### src/rtl/quet_led2.sv
// quet_led2 - two-digit time-multiplexed seven-segment driver.
//
// Lights one of two digits at a time on a shared, active-low segment bus.
// Each digit owns a slot of DIV clock cycles; the first BLANK cycles of a
// slot are dark so the previous digit's pattern never ghosts onto the next.
// The digit pattern is captured once, on the edge that enters the lit part
// of the slot, and held until the slot ends.
//
// Parameters:
//   DIV    slot length in clock cycles (>= 2)
//   BLANK  dark cycles at the start of each slot (1 <= BLANK < DIV)
//
// Ports:
//   i_ck   clock, rising edge
//   i_rs   synchronous active-high reset (priority over i_en)
//   i_en   scan enable; low forces dark and restarts the scan
//   i_d0   units digit segment pattern, active-low (bit7 = dp)
//   i_d1   tens digit segment pattern, active-low
//   o_seg  shared segment bus, active-low, registered
//   o_an   digit enables, active-low, [0] = units, [1] = tens, registered

module quet_led2 #(
    parameter int DIV   = 50000,
    parameter int BLANK = 4
) (
    input  logic       i_ck,
    input  logic       i_rs,
    input  logic       i_en,
    input  logic [7:0] i_d0,
    input  logic [7:0] i_d1,
    output logic [7:0] o_seg,
    output logic [1:0] o_an
);

    localparam int CNT_W = (DIV > 1) ? $clog2(DIV) : 1;
    localparam logic [CNT_W-1:0] LAST    = CNT_W'(DIV - 1);
    localparam logic [CNT_W-1:0] BLANK_C = CNT_W'(BLANK);

    logic [CNT_W-1:0] r_cnt;
    logic             r_sel;
    logic [7:0]       r_seg;
    logic [1:0]       r_an;

    logic [CNT_W-1:0] w_cnt_nxt;
    logic             w_sel_nxt;

    // Next-state slot position; the outputs are decoded from this so that the
    // wrap edge toggles the digit and blanks the bus in the same cycle.
    assign w_cnt_nxt = (r_cnt == LAST) ? '0 : r_cnt + 1'b1;
    assign w_sel_nxt = (r_cnt == LAST) ? ~r_sel : r_sel;

    always_ff @(posedge i_ck) begin
        if (i_rs || !i_en) begin
            r_cnt <= '0;
            r_sel <= 1'b0;
            r_seg <= 8'hFF;
            r_an  <= 2'b11;
        end else begin
            r_cnt <= w_cnt_nxt;
            r_sel <= w_sel_nxt;
            if (w_cnt_nxt < BLANK_C) begin
                r_seg <= 8'hFF;
                r_an  <= 2'b11;
            end else if (w_cnt_nxt == BLANK_C) begin
                // Single capture point per slot; later input changes are
                // ignored until the next slot opens.
                r_seg <= w_sel_nxt ? i_d1 : i_d0;
                r_an  <= w_sel_nxt ? 2'b01 : 2'b10;
            end
        end
    end

    assign o_seg = r_seg;
    assign o_an  = r_an;

endmodule

### config.mk
export PLATFORM = sky130hd
export DESIGN_NAME = quet_led2
export DESIGN_NICKNAME = d
export VERILOG_FILES = /design/src/rtl/quet_led2.sv
export SDC_FILE = /design/constraint.sdc
export NUM_CORES = 1
export LEC_CHECK = 0
export ABC_AREA = 1
export CAP_MARGIN = 20
export CORE_ASPECT_RATIO = 1.1
export CORE_MARGIN = 3
export CORE_UTILIZATION = 52
export CTS_CLUSTER_DIAMETER = 60
export DETAILED_ROUTE_END_ITERATION = 7
export GPL_ROUTABILITY_DRIVEN = 1
export GPL_TIMING_DRIVEN = 0
export PLACE_DENSITY = 0.79
export SYNTH_ARGS = -nofsm -noshare
export SYNTH_HDL_FRONTEND = slang
export SYNTH_SLANG_ARGS = --single-unit
### constraint.sdc
create_clock -name i_ck -period 2.4 [get_ports i_ck]
set_clock_uncertainty 0.2 [all_clocks]
set_input_delay 0.48 -clock i_ck [delete_from_list [all_inputs] [get_ports i_ck]]
set_output_delay 0.48 -clock i_ck [all_outputs]
set_load 0.02 [all_outputs]
# Word-level counts from Yosys, hierarchy flattened
# Index checks and enable logic that the tools add are counted.
dict set report classes {
  add_sub_neg 1
  n_lt_le_gt_ge 1
  n_eq_ne 2
  n_mux 4
  bitwise_logic 1
  n_reduce_logical 3
}
# cell n
set op_table {}
lappend op_table {{$add A16 B1 Y16 const B} 1}
lappend op_table {{$eq A16 B16 Y1 const B} 1}
lappend op_table {{$eq A16 B3 Y1 const B} 1}
lappend op_table {{$lt A16 B3 Y1 const B} 1}
lappend op_table {{$mux W16} 1}
lappend op_table {{$mux W8} 1}
lappend op_table {{$mux W2} 1}
lappend op_table {{$reduce_or A2 Y1} 1}
lappend op_table {{$logic_not A1 Y1} 1}
lappend op_table {{$logic_or A1 B1 Y1} 1}
lappend op_table {{$mux W1} 1}
lappend op_table {{$not A1 Y1} 1}
dict set report totals {
  regBits 27
  in_bits 19
  output_inout_bits 10
  word_cells 16
}

# Logic depth before layout (Yosys ltp)
# Gate-level depths: netlist of the first run.
dict set report depth {
  word_depth 4
  depth_mapped 15
  depth_no_buf 15
}

# Worst setup path after synthesis of the first run
# No wires, ideal clock.
dict set report synth_timing {
  path_type {reg2reg}
  startpoint {reg r_cnt[0]}
  endpoint {reg r_seg[3] (netlist: o_seg[3])}
  setup_time_ns 0.124
  arrival_ns 1.643
  t_required_ns 2.076
  path_slack_ns 0.433
  stages_incl_launch_ff 10
  n_path_buf 1
  period_less_slack_ns 1.967
  path_cell_list {dfxtp_1 ha_1 nand3_2 nor2_4 nand2_4 xor2_2 buf_2 o21ai_0 nand3_1 nand3_1}
}
dict set report synth_via {
  elab_chain_len 4
  elab_cells_between_ends 8
  cone_classes {add/sub: 1; order compare: 1; eq/ne: 2; mux: 3; reduce/logical: 1}
}
# item line_no
set synth_lines {}
lappend synth_lines {{start: declaration} 39} ;# logic [CNT_W-1:0] r_cnt;
lappend synth_lines {{start signal: assignment} 59} ;# r_cnt <= w_cnt_nxt;
lappend synth_lines {{$add A16 B1 Y16 or $eq A16 B16 Y1 (tied branches)} {49, 50}}
lappend synth_lines {{$mux W16} 49} ;# assign w_cnt_nxt = (r_cnt == LAST) ? '0 : r_cnt + 1'b1;
lappend synth_lines {{$lt A16 B3 Y1} 61} ;# if (w_cnt_nxt < BLANK_C) begin
lappend synth_lines {{$reduce_or A2 Y1 (no source line)} n/a}
lappend synth_lines {{end signal: assignment} 67} ;# r_seg <= w_sel_nxt ? i_d1 : i_d0;
lappend synth_lines {{end: declaration} 41} ;# logic [7:0] r_seg;
# Parallel ways exist; a longest one is shown, timed or not.
# A chain may end at the register's enable or synchronous reset.

# Final worst setup path of the first run
dict set report layout_timing {
  startpoint {reg r_cnt[0]}
  endpoint {reg r_an[0] (netlist: o_an[0])}
}
dict set report layout_via {
  elab_chain_len 4
  elab_cells_between_ends 8
  cone_classes {add/sub: 1; order compare: 1; eq/ne: 2; mux: 3; reduce/logical: 1}
}
# item line_no
set layout_lines {}
lappend layout_lines {{$add A16 B1 Y16 or $eq A16 B16 Y1 (tied branches)} {49, 50}}
lappend layout_lines {{$mux W16} 49}
lappend layout_lines {{$lt A16 B3 Y1} 61}
lappend layout_lines {{$reduce_or A2 Y1 (no source line)} n/a}
lappend layout_lines {{end signal: assignment} 68} ;# r_an <= w_sel_nxt ? 2'b01 : 2'b10;
lappend layout_lines {{end: declaration} 42} ;# logic [1:0] r_an;
# Parallel ways exist; a longest one is shown, timed or not.

==> results.txt, run 1 <==
- The run finished with clean final reports.
- IR drop worst, VDD: 268 uV
- Antenna diodes: 0
- Area of the mapped netlist: 1660 um2
- The endpoint identified for the worst register-to-register timing path is o_an[0].
- Inserted Clock Buffers: 3
* Kind of cell with the highest combined delay on the critical path: simple AND/OR/NAND/NOR gates
* Power, Total: 0.707 mW
- The startpoint identified for the worst hold timing path is o_seg[3].
* Count of nets left with antenna violations after detail routing: 0
- Detailed-router iteration count before antenna repair: 4
- Buffer levels on the longest clock path: 2
- For the worst flop-to-flop path, the logic depth is 13.
* Gp weighted congestion: 0.860
- The initial utilization of the core area, before any placement, comes to 57.1%.
- Hold Path Class: register to register
- Cells with a size suffix above 1 make up 13.5% of the layout.
- The final layout contains 317 nets.
* Height of the die: 65.2 um
* Crit share post-route: 91.9%
- Pin count of the biggest net entering global routing: 16
- The critical path runs through a total of 13 cells.
- The die covers 3900 um2.
- After synthesis, flip-flops and latches occupy 32.6% of the total area.
- For this design the ratio of total power to cell area is 345 nW/um2.
- Warnings, synthesis: 0
- The first global-routing pass estimated 6350 um of wire.
- Setup violations remaining at the end of the flow were counted as 0.
- Largest fanout of any net on the critical path: 9
- The total area inside the core boundary comes to 2900 um2.
* Worst path max stage delay: 400 ps
- The initialized floorplan defines 20 standard-cell rows.
- Max Fclk: 453 MHz
- After clock tree synthesis, the flow added hold-fix buffers numbering 0.
- Unrepaired setup endpoints after global routing: false
* Crit path arrival time: 2250 ps
* Critical Path, Cell by Cell: ha_2 -> nand3_2 -> nor2_4 -> nand2_4 -> nand2_2 -> nand2_1 -> inv_2 -> nand2_2 -> nor2_8 -> buf_4 -> nand3_2 -> nand2_1 -> nand2_1
* Beginning of the critical path: r_cnt[0]
- Synthesis produced a netlist with a net count of 280.
* Clock Latency Late Sink: 330 ps
- Number of levels in the clock H-tree: 1
- After detailed routing, the number of vias per cell comes to 4.93.
- The initial antenna violation count is 0.
- The clock period could shrink to 2210 ps.
* Critical path endpoint: o_an[0]
- In the final layout, flip-flops and latches occupy 541 um2.
- Total of buffers placed on input and output ports: 28
- STA puts the critical path data required time at 2450 ps.
* Number of remaining DRC errors: 0
- TritonCTS built the clock tree.
- For this block, the via count after detailed routing is 1621.
* Worst path slowest cell: sky130_fd_sc_hd__dfxtp_1
- Summing all multi-input logic gate instances after layout gives 973 um2.
- Initial detailed-routing violation count: 81
- Setup crit end kind: register
- Io pins: 29
- Counting both buffers and inverters, the worst setup path holds a total of 2.
* Syn-to-layout area delta: 23.8%
- Headroom to the max-slew limit came out at 68.0%.
- Measured along the x axis, the die boundary spans 59.8 um.
- Kind of critical path: register to register
- In the final routed layout, each cell accounts on average for 11.7 um.
- Static leakage: 0.977 nW
- Wirelength, routed: 3840 um
* Final count of pins violating max slew: 0
- Synthesis instantiated 24 different standard cells from the library.
* CTS clock-pin slew for the worst setup and hold paths: 150 ps
* Number of global-route vias before repair: 1446
* Clock net sink count: 27
- Max Cap Viol: 0
- STA classifies the critical path startpoint as a register.
- Counting flops and latches in the post-synthesis netlist gives 27.
* Detailed-placement wirelength estimate: 2920 um
* Setup tns final: 0 ps
- Post-Synthesis Mean Instance Area: 6.37 um2
- Measured on the finished design, the core utilization comes to 70.6%.
- Total GRT Usage: 20.8%
- Total gr overflow: 0
- The startpoint identified for the worst register-to-register timing path is r_cnt[0].
- The number of hold violations in the final report was 0.
* CTS Root Buffer Type: sky130_fd_sc_hd__clkbuf_4
- Fill cell count: 282
* Cell count after synthesis: 260
- Setup slack on the worst flop-to-flop path: 190 ps
* Cell occurring most often along the worst timing path: sky130_fd_sc_hd__nand2_1
- Worst-Margin Slew: 480 ps
-- synth_stat cells, drive strengths merged --
cell type | instances | area, um2
ha | 1 | 12.5
inv | 40 | 150
nand4 | 4 | 25.0
o21bai | 1 | 7.51
clkbuf | 1 | 3.75
clkinv | 1 | 3.75
nand2 | 77 | 309
buf | 1 | 5.00
nor2 | 47 | 245
dfxtp | 27 | 541
o21ai | 13 | 65.1
nor3 | 5 | 30.0
nand3 | 41 | 243
xor2 | 1 | 16.3
-- registers in the layout, indices dropped and copies added, names as in the netlist --
signal	cells
o_seg	8
r_sel	1
o_an	2
r_cnt	16
-- logic make-up (layout without fill, tap and decap cells) --
| group | after synthesis | after routing | share of synthesized area [%] |
|---|---|---|---|
| and+or+nand+nor | 174 | 175 | 51.4 |
| buffers and inverters | 43 | 78 | 9.82 |
| DFF | 27 | 27 | 32.6 |
| AOI/OAI and AO/OA | 14 | 14 | 4.38 |
| adders and majority gates | 1 | 1 | 0.755 |
| xor gates and xnor gates | 1 | 1 | 0.982 |
-- placed cells by master (no fill, tap or decap), types with 3 or more instances in the layout --
master and instances:
sky130_fd_sc_hd__o21ai_0 10, sky130_fd_sc_hd__nand3_2 5, sky130_fd_sc_hd__nand3_1 35, sky130_fd_sc_hd__inv_2 6
sky130_fd_sc_hd__nand2_2 5, sky130_fd_sc_hd__nor2_2 4, sky130_fd_sc_hd__o21ai_1 3, sky130_fd_sc_hd__nor2_1 37
sky130_fd_sc_hd__inv_1 34, sky130_fd_sc_hd__clkbuf_4 4, sky130_fd_sc_hd__nor2_4 6, sky130_fd_sc_hd__nand2_1 71
sky130_fd_sc_hd__nor3_1 4, sky130_fd_sc_hd__dfxtp_1 27, sky130_fd_sc_hd__buf_4 3, sky130_fd_sc_hd__nand4_1 4
sky130_fd_sc_hd__clkdlybuf4s50_1 28
-- where the power goes --
group          total [mW]  switching (mW)  internal, mW
Clock               0.205           0.143        0.0627
Combinational      0.0503          0.0175        0.0328
Sequential          0.452         0.00151         0.450
Total               0.707           0.162         0.546
-- stage by stage --
step           instance area, um2  setup slack [ps]  std cells  hold slack (ps)
2_1_floorplan                1660               433        260              252
3_3_place_gp                 1980               103        321              258
3_5_place_dp                 1980              92.1        321              261
4_1_cts                      2010              73.8        325              293
5_1_grt                      2050              16.1        329              312
6_report                     2050               194        329              293
-- layer usage --
metal	part of all wire, %	up-vias	GRT usage [%]
met1	45	697	28.2
li1	-	886	-
met3	4.3	5	2.75
met2	50	33	34.2
met5	0	-	0
met4	1.0	0	5.82
-- worst min-delay path, cell delays in order (launching register included) --
cell and delay, ps:
sky130_fd_sc_hd__dfxtp_1 340, sky130_fd_sc_hd__nand2_1 60, sky130_fd_sc_hd__nand3_1 60
-- area by class of cell --
type | instances | area share (%)
Buffer | 2 | 0.549
Clock buffer | 3 | 1.10
Clock inverter | 1 | 0.244
Inverter | 41 | 7.50
Multi-Input combinational cell | 191 | 47.5
Sequential cell | 27 | 26.4
Tap cell | 33 | 2.01
Timing Repair Buffer | 31 | 14.8
-- worst min-delay path by stage --
stage,endpoint,cells past startpoint
after floorplan,r_cnt[0],1
after global placement,o_seg[5],2
after detailed placement,o_seg[7],2
after CTS,r_cnt[0],1
after global routing,o_seg[5],2
final,o_seg[3],2
-- what timing repair did --
| action | 4_1_cts | 5_1_grt |
|---|---|---|
| resized for setup | 0 | 3 |
| endpoints found under the setup margin | 0 | 10 |
| buffers inserted | 0 | 3 |
(Power assumes the default switching activity.)
==> run 2, diff against run 1 <==
- CELL_PAD_IN_SITES_DETAIL_PLACEMENT: unset -> 1
- CELL_PAD_IN_SITES_GLOBAL_PLACEMENT: unset -> 2
- CORE_UTILIZATION: 52 -> 28
- PLACE_DENSITY: 0.79 -> unset
- PLACE_DENSITY_LB_ADDON: unset -> 0.1
==> results.txt, run 2 (synthesis results as in run 1) <==
- Detailed-placement wirelength estimate: 3550 um (was 2920 um)
- The CTS clock-pin slew for the worst setup and hold paths came to 90 ps (was 150 ps).
- Power, Total: 0.768 mW (was 0.707 mW)
* FP Rows: 28 (was 20)
* Max_slew headroom: 63.9% (was 68.0%)
- The total global routing track utilization came to 14.3% (was 20.8%).
* Buffer levels on the longest clock path: 2 (unchanged)
* Most frequent cells in the layout: 71 x sky130_fd_sc_hd__nand2_1, 37 x sky130_fd_sc_hd__nor2_1, 34 x sky130_fd_sc_hd__inv_1, 34 x sky130_fd_sc_hd__nand3_1, 28 x sky130_fd_sc_hd__clkdlybuf4s50_1 (was 71 x sky130_fd_sc_hd__nand2_1, 37 x sky130_fd_sc_hd__nor2_1, 35 x sky130_fd_sc_hd__nand3_1)
- Number of antenna violations at the first check in global routing: 0 (unchanged)
- Antenna diodes: 0 (unchanged)
- Unrepaired setup endpoints after global routing: false (unchanged).
- Static leakage: 0.993 nW (was 0.977 nW)
- Number of remaining DRC errors: 0 (unchanged)
* Setup slack on the worst flop-to-flop path: 210 ps (was 190 ps)
- The global-route wire length before repair was 7810 um (was 6350 um).
* Crit path arrival time: 2160 ps (was 2250 ps)
* Clock Latency Late Sink: 270 ps (was 330 ps)
- Worst-Margin Slew: 542 ps (was 480 ps)
- The total number of vias was 1699 (was 1621).
* Largest fanout of any net on the critical path: 9 (unchanged)
- The synthesis-to-layout area growth is 28.8% (was 23.8%).
- The worst hold path endpoint is r_cnt[0] (was o_seg[3]).
- Nets: 318 (was 317)
- The final count of negative-setup-slack endpoints came to 0 (unchanged).
- Worst path slowest cell: sky130_fd_sc_hd__dfxtp_2 (was sky130_fd_sc_hd__dfxtp_1)
- The type of the setup path with the least slack is register to register (unchanged).
- Beginning of the critical path: r_cnt[0] (unchanged)
* Final hold violation count: 0 (unchanged)
* Critical Path, Cell by Cell: ha_2 -> nand3_2 -> nor2_4 -> nand2_4 -> nand2_2 -> nand2_1 -> inv_2 -> nand2_2 -> nor2_8 -> buf_4 -> nand3_2 -> nand2_1 -> nand2_1 (unchanged)
- Filler-free cell count of the finished design: 372 (was 329)
- Number of global-route vias before repair: 1646 (was 1446)
* Cell occurring most often along the worst timing path: sky130_fd_sc_hd__nand2_1 (unchanged)
- The clock tree from TritonCTS is done (unchanged).
- The fraction of layout cells with a size suffix above 1 was 14.5% (was 13.5%).
- Wirelength, routed: 4710 um (was 3840 um)
- Pin count of the biggest net entering global routing: 15 (was 16)
- Critical R2R Launch: r_cnt[0] (unchanged)
- Worst EP required: 2370 ps (was 2450 ps)
- Worst hold path stage count: 1 (was 2)
- The DRC marker count from the first detailed-route iteration was 44 (was 81).
* Setup tns final: 0 ps (unchanged)
- Worst path max stage delay: 360 ps (was 400 ps)
- The kind of start point of the critical path was a register (unchanged).
- Startpoint of the lowest-slack hold path: r_cnt[0] (was o_seg[3])
* Max Cap Viol: 0 (unchanged)
- The number of buffers created by CTS was 3 (unchanged).
- Most flops, register: r_cnt (unchanged)
- The class of the most critical hold timing path is register to register (unchanged).
- The average detailed-routed wire length per instance is 12.7 um (was 11.7 um).
- Number of levels in the clock H-tree: 1 (unchanged)
- The total count of max-transition violations in the final report was 0 (unchanged).
- The post-route antenna net violation count came to 0 (unchanged).
- Run status: complete, no violations (unchanged).
- The buffer type at the clock tree root is sky130_fd_sc_hd__clkbuf_8 (was sky130_fd_sc_hd__clkbuf_4).
- Setup crit end kind: register (unchanged)
- Per-cell via count in the routed design: 4.57 (was 4.93)
- Depth of the most critical reg-to-reg path: 13 (unchanged)
* Height of the die: 86.7 um (was 65.2 um)
- Max Fclk: 458 MHz (was 453 MHz)
- The worst ir drop on vdd was 161 uV (was 268 uV).
* Crit share post-route: 91.0% (was 91.9%)
* Power per standard cell area: 360 nW/um2 (was 345 nW/um2)
* Initial cell density of the core: 29.9% (was 57.1%)
* Die width: 79.3 um (was 59.8 um)
- The total I/O pin count came to 29 (unchanged).
- The kind of cell adding the most delay to the critical path is simple AND/OR/NAND/NOR gates (unchanged).
- Most common library cell in the layout ignoring fill and taps: sky130_fd_sc_hd__nand2_1 (unchanged)
- Buffers plus inverters on the worst setup path: 2 (unchanged)
* Gp weighted congestion: 0.786 (was 0.860)
* Endpoint of the most critical register-to-register path: o_an[0] (unchanged)
* Total Die Area: 6880 um2 (was 3900 um2)
* Placed cells: 363 (was 321)
- The number of buffer cells added on primary ports is 28 (unchanged).
- The leftover overflow at the end of global routing was 0 (unchanged).
* Hold buffer count at cts: 0 (unchanged)
- Clock net sink count: 27 (unchanged)
* Detailed-router iteration count before antenna repair: 4 (unchanged)
* Largest register FFs: 16 (unchanged)
* Post-route minimum period: 2190 ps (was 2210 ps)
* Area of the placeable core: 5540 um2 (was 2900 um2)
## run 2: cell types whose count changed in the layout (fill, tap and decap cells not counted), sizes merged
cell    before  now
clkinv       2    1
buf          3    5
## run 2: power by group
group          switching (mW)  internal [mW]  total (mW)
Sequential            0.00162          0.450       0.451
Combinational          0.0186         0.0328      0.0514
Clock                   0.147          0.119       0.266
Total                   0.167          0.602       0.768
## run 2: per-layer routing
metal / track usage (%) / wire length (um) / vias to the layer above
met5: 0 / 0 / -
met4: 5.00 / 69 / 0
met3: 2.81 / 186 / 7
met2: 24.3 / 2230 / 37
met1: 18.1 / 2220 / 771
li1: - / - / 884
## run 2: worst max-delay path by stage
stage,slack [ps],cells past startpoint,endpoint
CTS,50,12,o_seg[5]
floorplan,430,9,o_seg[3]
global route,20,13,o_seg[5]
global placement,30,9,o_seg[5]
finish,210,13,o_an[0]
detailed placement,30,9,o_seg[5]
## run 2: final cells by class
| type | instances | area, um2 |
|---|---|---|
| flip-flops and latches | 27 | 543 |
| fillers | 742 | 3400 |
| well taps | 75 | 93.8 |
| multi-input cells | 191 | 978 |
| inverters | 41 | 154 |
| plain buffers | 2 | 8.76 |
| repair buffers | 32 | 310 |
| clock buffers | 4 | 45.0 |
## run 2: timing repair
item                                    in CTS  in global routing
pin swaps                                    0                  4
buffers inserted                             0                  4
gates cloned                                 0                  1
endpoints found under the setup margin       1                 10
resized for setup                            1                  4
## run 2: per-stage QoR
step                      worst slack, ps  area [um2]  util, %  hold WS (ps)
after floorplan                       433        1660        -           252
after global placement               30.4        2030     36.7           253
after detailed placement             25.2        2030     36.7           261
after CTS                            49.2        2090     37.7           289
after global routing                 15.4        2130     38.5           278
final                                 215        2130     38.5           250
==> run 3, diff against run 2 <==
--- a/config.mk
+++ b/config.mk
@@ -17,5 +17,5 @@
 export GPL_ROUTABILITY_DRIVEN = 1
 export GPL_TIMING_DRIVEN = 0
-export PLACE_DENSITY_LB_ADDON = 0.1
+export PLACE_DENSITY = 0.88
 export SYNTH_ARGS = -nofsm -noshare
 export SYNTH_HDL_FRONTEND = slang
==> constraint.sdc (replaced) <==
create_clock -name i_ck -period 2.4 [get_ports i_ck]
set_clock_uncertainty 0.2 [all_clocks]
set_input_delay 0.36 -clock i_ck [delete_from_list [all_inputs] [get_ports i_ck]]
set_output_delay 0.36 -clock i_ck [all_outputs]
set_load 0.02 [all_outputs]
==> results.txt, run 3 (synthesis results as in run 1) <==
- Run status: complete, no violations (unchanged).
* IR drop worst, VDD: 181 uV (was 161 uV)
- Worst path max stage delay: 370 ps (was 360 ps)
- The total number of vias was 1691 (was 1699).
- Antenna diodes: 0 (unchanged)
- The post-route antenna net violation count was 0 (unchanged).
* Unrepaired setup endpoints after global routing: false (unchanged)
- The initial antenna violation count came to 0 (unchanged).
- Inserted Clock Buffers: 3 (unchanged)
* WL/cell: 12.1 um (was 12.7 um)
* Worst hold path stage count: 1 (unchanged)
- Critical Path, Cell by Cell: ha_1 -> nand3_2 -> nor2_4 -> nand2_4 -> nand2_2 -> nand2_1 -> inv_2 -> nand2_2 -> nor2_8 -> nand3_4 -> nand2_1 -> nand3_1 (was ha_2 -> nand3_2 -> nor2_4 -> nand2_4 -> nand2_2 -> nand2_1 -> inv_2 -> nand2_2 -> nor2_8 -> buf_4 -> nand3_2 -> nand2_1 -> nand2_1).
- Height of the die: 86.7 um (unchanged)
- The core footprint is 5540 um2 (unchanged).
* Io pins: 29 (unchanged)
- The total global routing track utilization is 13.9% (was 14.3%).
- The synthesis-to-layout area growth was 27.9% (was 28.8%).
* Clock net sink count: 27 (unchanged)
- Post-layout utilization of the core: 38.3% (was 38.5%)
- The class of the most critical hold timing path is register to register (unchanged).
* Total of buffers placed on input and output ports: 28 (unchanged)
- The data arrival time of the critical path is 2140 ps (was 2160 ps).
- The number of detailed-route iterations in the first pass came to 4 (unchanged).
- The total count of max-transition violations in the final report is 0 (unchanged).
* Wirelength, routed: 4500 um (was 4710 um)
- Static leakage: 0.984 nW (was 0.993 nW)
- Final hold violation count: 0 (unchanged)
- Placed cells: 363 (unchanged)
- Clock Latency Late Sink: 270 ps (about the same)
- Startpoint of the lowest-slack hold path: r_cnt[0] (unchanged)
* Power, Total: 0.773 mW (was 0.768 mW)
- The leftover overflow at the end of global routing was 0 (unchanged).
- TritonCTS clock tree: done (unchanged)
- Worst path slowest cell: sky130_fd_sc_hd__dfxtp_1 (was sky130_fd_sc_hd__dfxtp_2)
- Worst EP required: 2360 ps (was 2370 ps)
- Crit share post-route: 90.8% (was 91.0%)
- Gp weighted congestion: 0.747 (was 0.786)
* Buffer levels on the longest clock path: 2 (unchanged)
- Fraction of layout cells with a size suffix above 1: 13.2% (was 14.5%)
- Endpoint of the most critical register-to-register path: o_seg[1] (was o_an[0])
* Post-route minimum period: 2180 ps (was 2190 ps)
* Setup slack on the worst flop-to-flop path: 220 ps (was 210 ps)
- The highest net fanout along the worst path came to 10 (was 9).
- Total Die Area: 6880 um2 (unchanged)
* Fin area: 2120 um2 (was 2130 um2)
* Most flops, register: r_cnt (unchanged)
* Hold buffer count at cts: 0 (unchanged)
* Global-route wire length before repair: 7700 um (was 7810 um)
- The launch point of the worst reg-to-reg path is r_cnt[1] (was r_cnt[0]).
- Pin count of the biggest net entering global routing: 15 (unchanged)
- The commonest non-fill, non-tap cell in the layout was sky130_fd_sc_hd__nand2_1 (unchanged).
- The type of the setup path with the least slack is register to register (unchanged).
* FP Rows: 28 (unchanged)
* Setup-violating endpoint count in the final report: 0 (unchanged)
- Largest register FFs: 16 (unchanged)
- The power density over the cells is 365 nW/um2 (was 360 nW/um2).
* Die width: 79.3 um (unchanged)
- The kind of end point of the critical path is a register (unchanged).
* Initial detailed-routing violation count: 70 (was 44)
* Number of levels in the clock H-tree: 1 (unchanged)
* Number of remaining DRC errors: 0 (unchanged)
- Setup tns final: 0 ps (unchanged)
* Worst setup SP type: register (unchanged)
- The CTS clock-pin slew for the worst setup and hold paths was 100 ps (was 90 ps).
* Depth of the most critical reg-to-reg path: 12 (was 13)
* Number of global-route vias before repair: 1717 (was 1646)
- Filler-free cell count of the finished design: 371 (was 372)
- Fill cell count: 769 (was 742)
- CTS Root Buffer Type: sky130_fd_sc_hd__clkbuf_8 (unchanged)
* Max_slew headroom: 66.5% (was 63.9%)
* Max Fclk: 459 MHz (was 458 MHz)
- Worst-Margin Slew: 503 ps (was 542 ps)
- The ratio of routed vias to standard cells came to 4.56 (was 4.57).
- The post-layout net count is 317 (was 318).
- The instance area after placement is 2030 um2 (unchanged).
- Initial cell density of the core: 29.9% (unchanged)
- The post-DP HPWL was 3620 um (was 3550 um).
- Most frequent cells in the layout: 71 x sky130_fd_sc_hd__nand2_1, 37 x sky130_fd_sc_hd__nor2_1, 35 x sky130_fd_sc_hd__nand3_1 (was 71 x sky130_fd_sc_hd__nand2_1, 37 x sky130_fd_sc_hd__nor2_1, 34 x sky130_fd_sc_hd__inv_1, 34 x sky130_fd_sc_hd__nand3_1, 28 x sky130_fd_sc_hd__clkdlybuf4s50_1)
* Max Cap Viol: 0 (unchanged)
- Worst hold endpoint: r_cnt[0] (unchanged)
## run 3: cell count changes in the layout (fill, tap and decap cells not counted), sizes merged
cell	change
nor2	-1
## run 3: how the worst max path moves through the flow
stage / start / to / cells after the start
after floorplan: r_cnt[0] / o_seg[3] / 9
after global placement: r_cnt[0] / o_seg[4] / 9
after detailed placement: r_cnt[0] / o_seg[0] / 9
after CTS: r_cnt[0] / o_seg[4] / 9
after global routing: r_cnt[2] / o_seg[6] / 13
final: r_cnt[1] / o_seg[1] / 12
## run 3: metal layers
metal	track usage [%]	part of all wire, %	vias to the layer above
met3	2.08	3.4	2
met5	0	0	-
met4	3.28	0.51	0
met1	17.3	46	785
li1	-	-	880
met2	25.2	50	24
## run 3: layout make-up
| class | count | area [um2] | area share, % |
|---|---|---|---|
| repair buffers | 32 | 310 | 14.6 |
| inverters | 41 | 154 | 7.27 |
| plain buffers | 2 | 8.76 | 0.413 |
| clock buffers | 4 | 45.0 | 2.13 |
| well taps | 75 | 93.8 | 4.43 |
| flip-flops and latches | 27 | 542 | 25.6 |
| multi-input cells | 190 | 965 | 45.5 |
## run 3: metrics by stage
stage | hold WS [ps] | worst slack (ps)
2_1_floorplan | 252 | 433
3_3_place_gp | 258 | 51.5
3_5_place_dp | 259 | 76.1
4_1_cts | 288 | 52.2
5_1_grt | 264 | 5.80
6_report | 241 | 220
## run 3: repair_timing
item / CTS / global route
setup endpoints to repair: 0 / 10
setup buffers: 0 / 4
resized for setup: 0 / 2
## run 3: critical path: cells and delay by family, from the launching register on
family / cells / cell delay [ps]
flip-flops: 1 / 370
adder cells (fa/ha/maj): 1 / 210
buffers and inverters: 1 / 60
AND/OR/NAND/NOR: 10 / 1230
## run 3: power by group
| part | internal, mW | switching [mW] | leakage, nW |
|---|---|---|---|
| Sequential | 0.450 | 0.00148 | 0.218 |
| Clock | 0.119 | 0.152 | 0.0228 |
| Combinational | 0.0327 | 0.0184 | 0.743 |
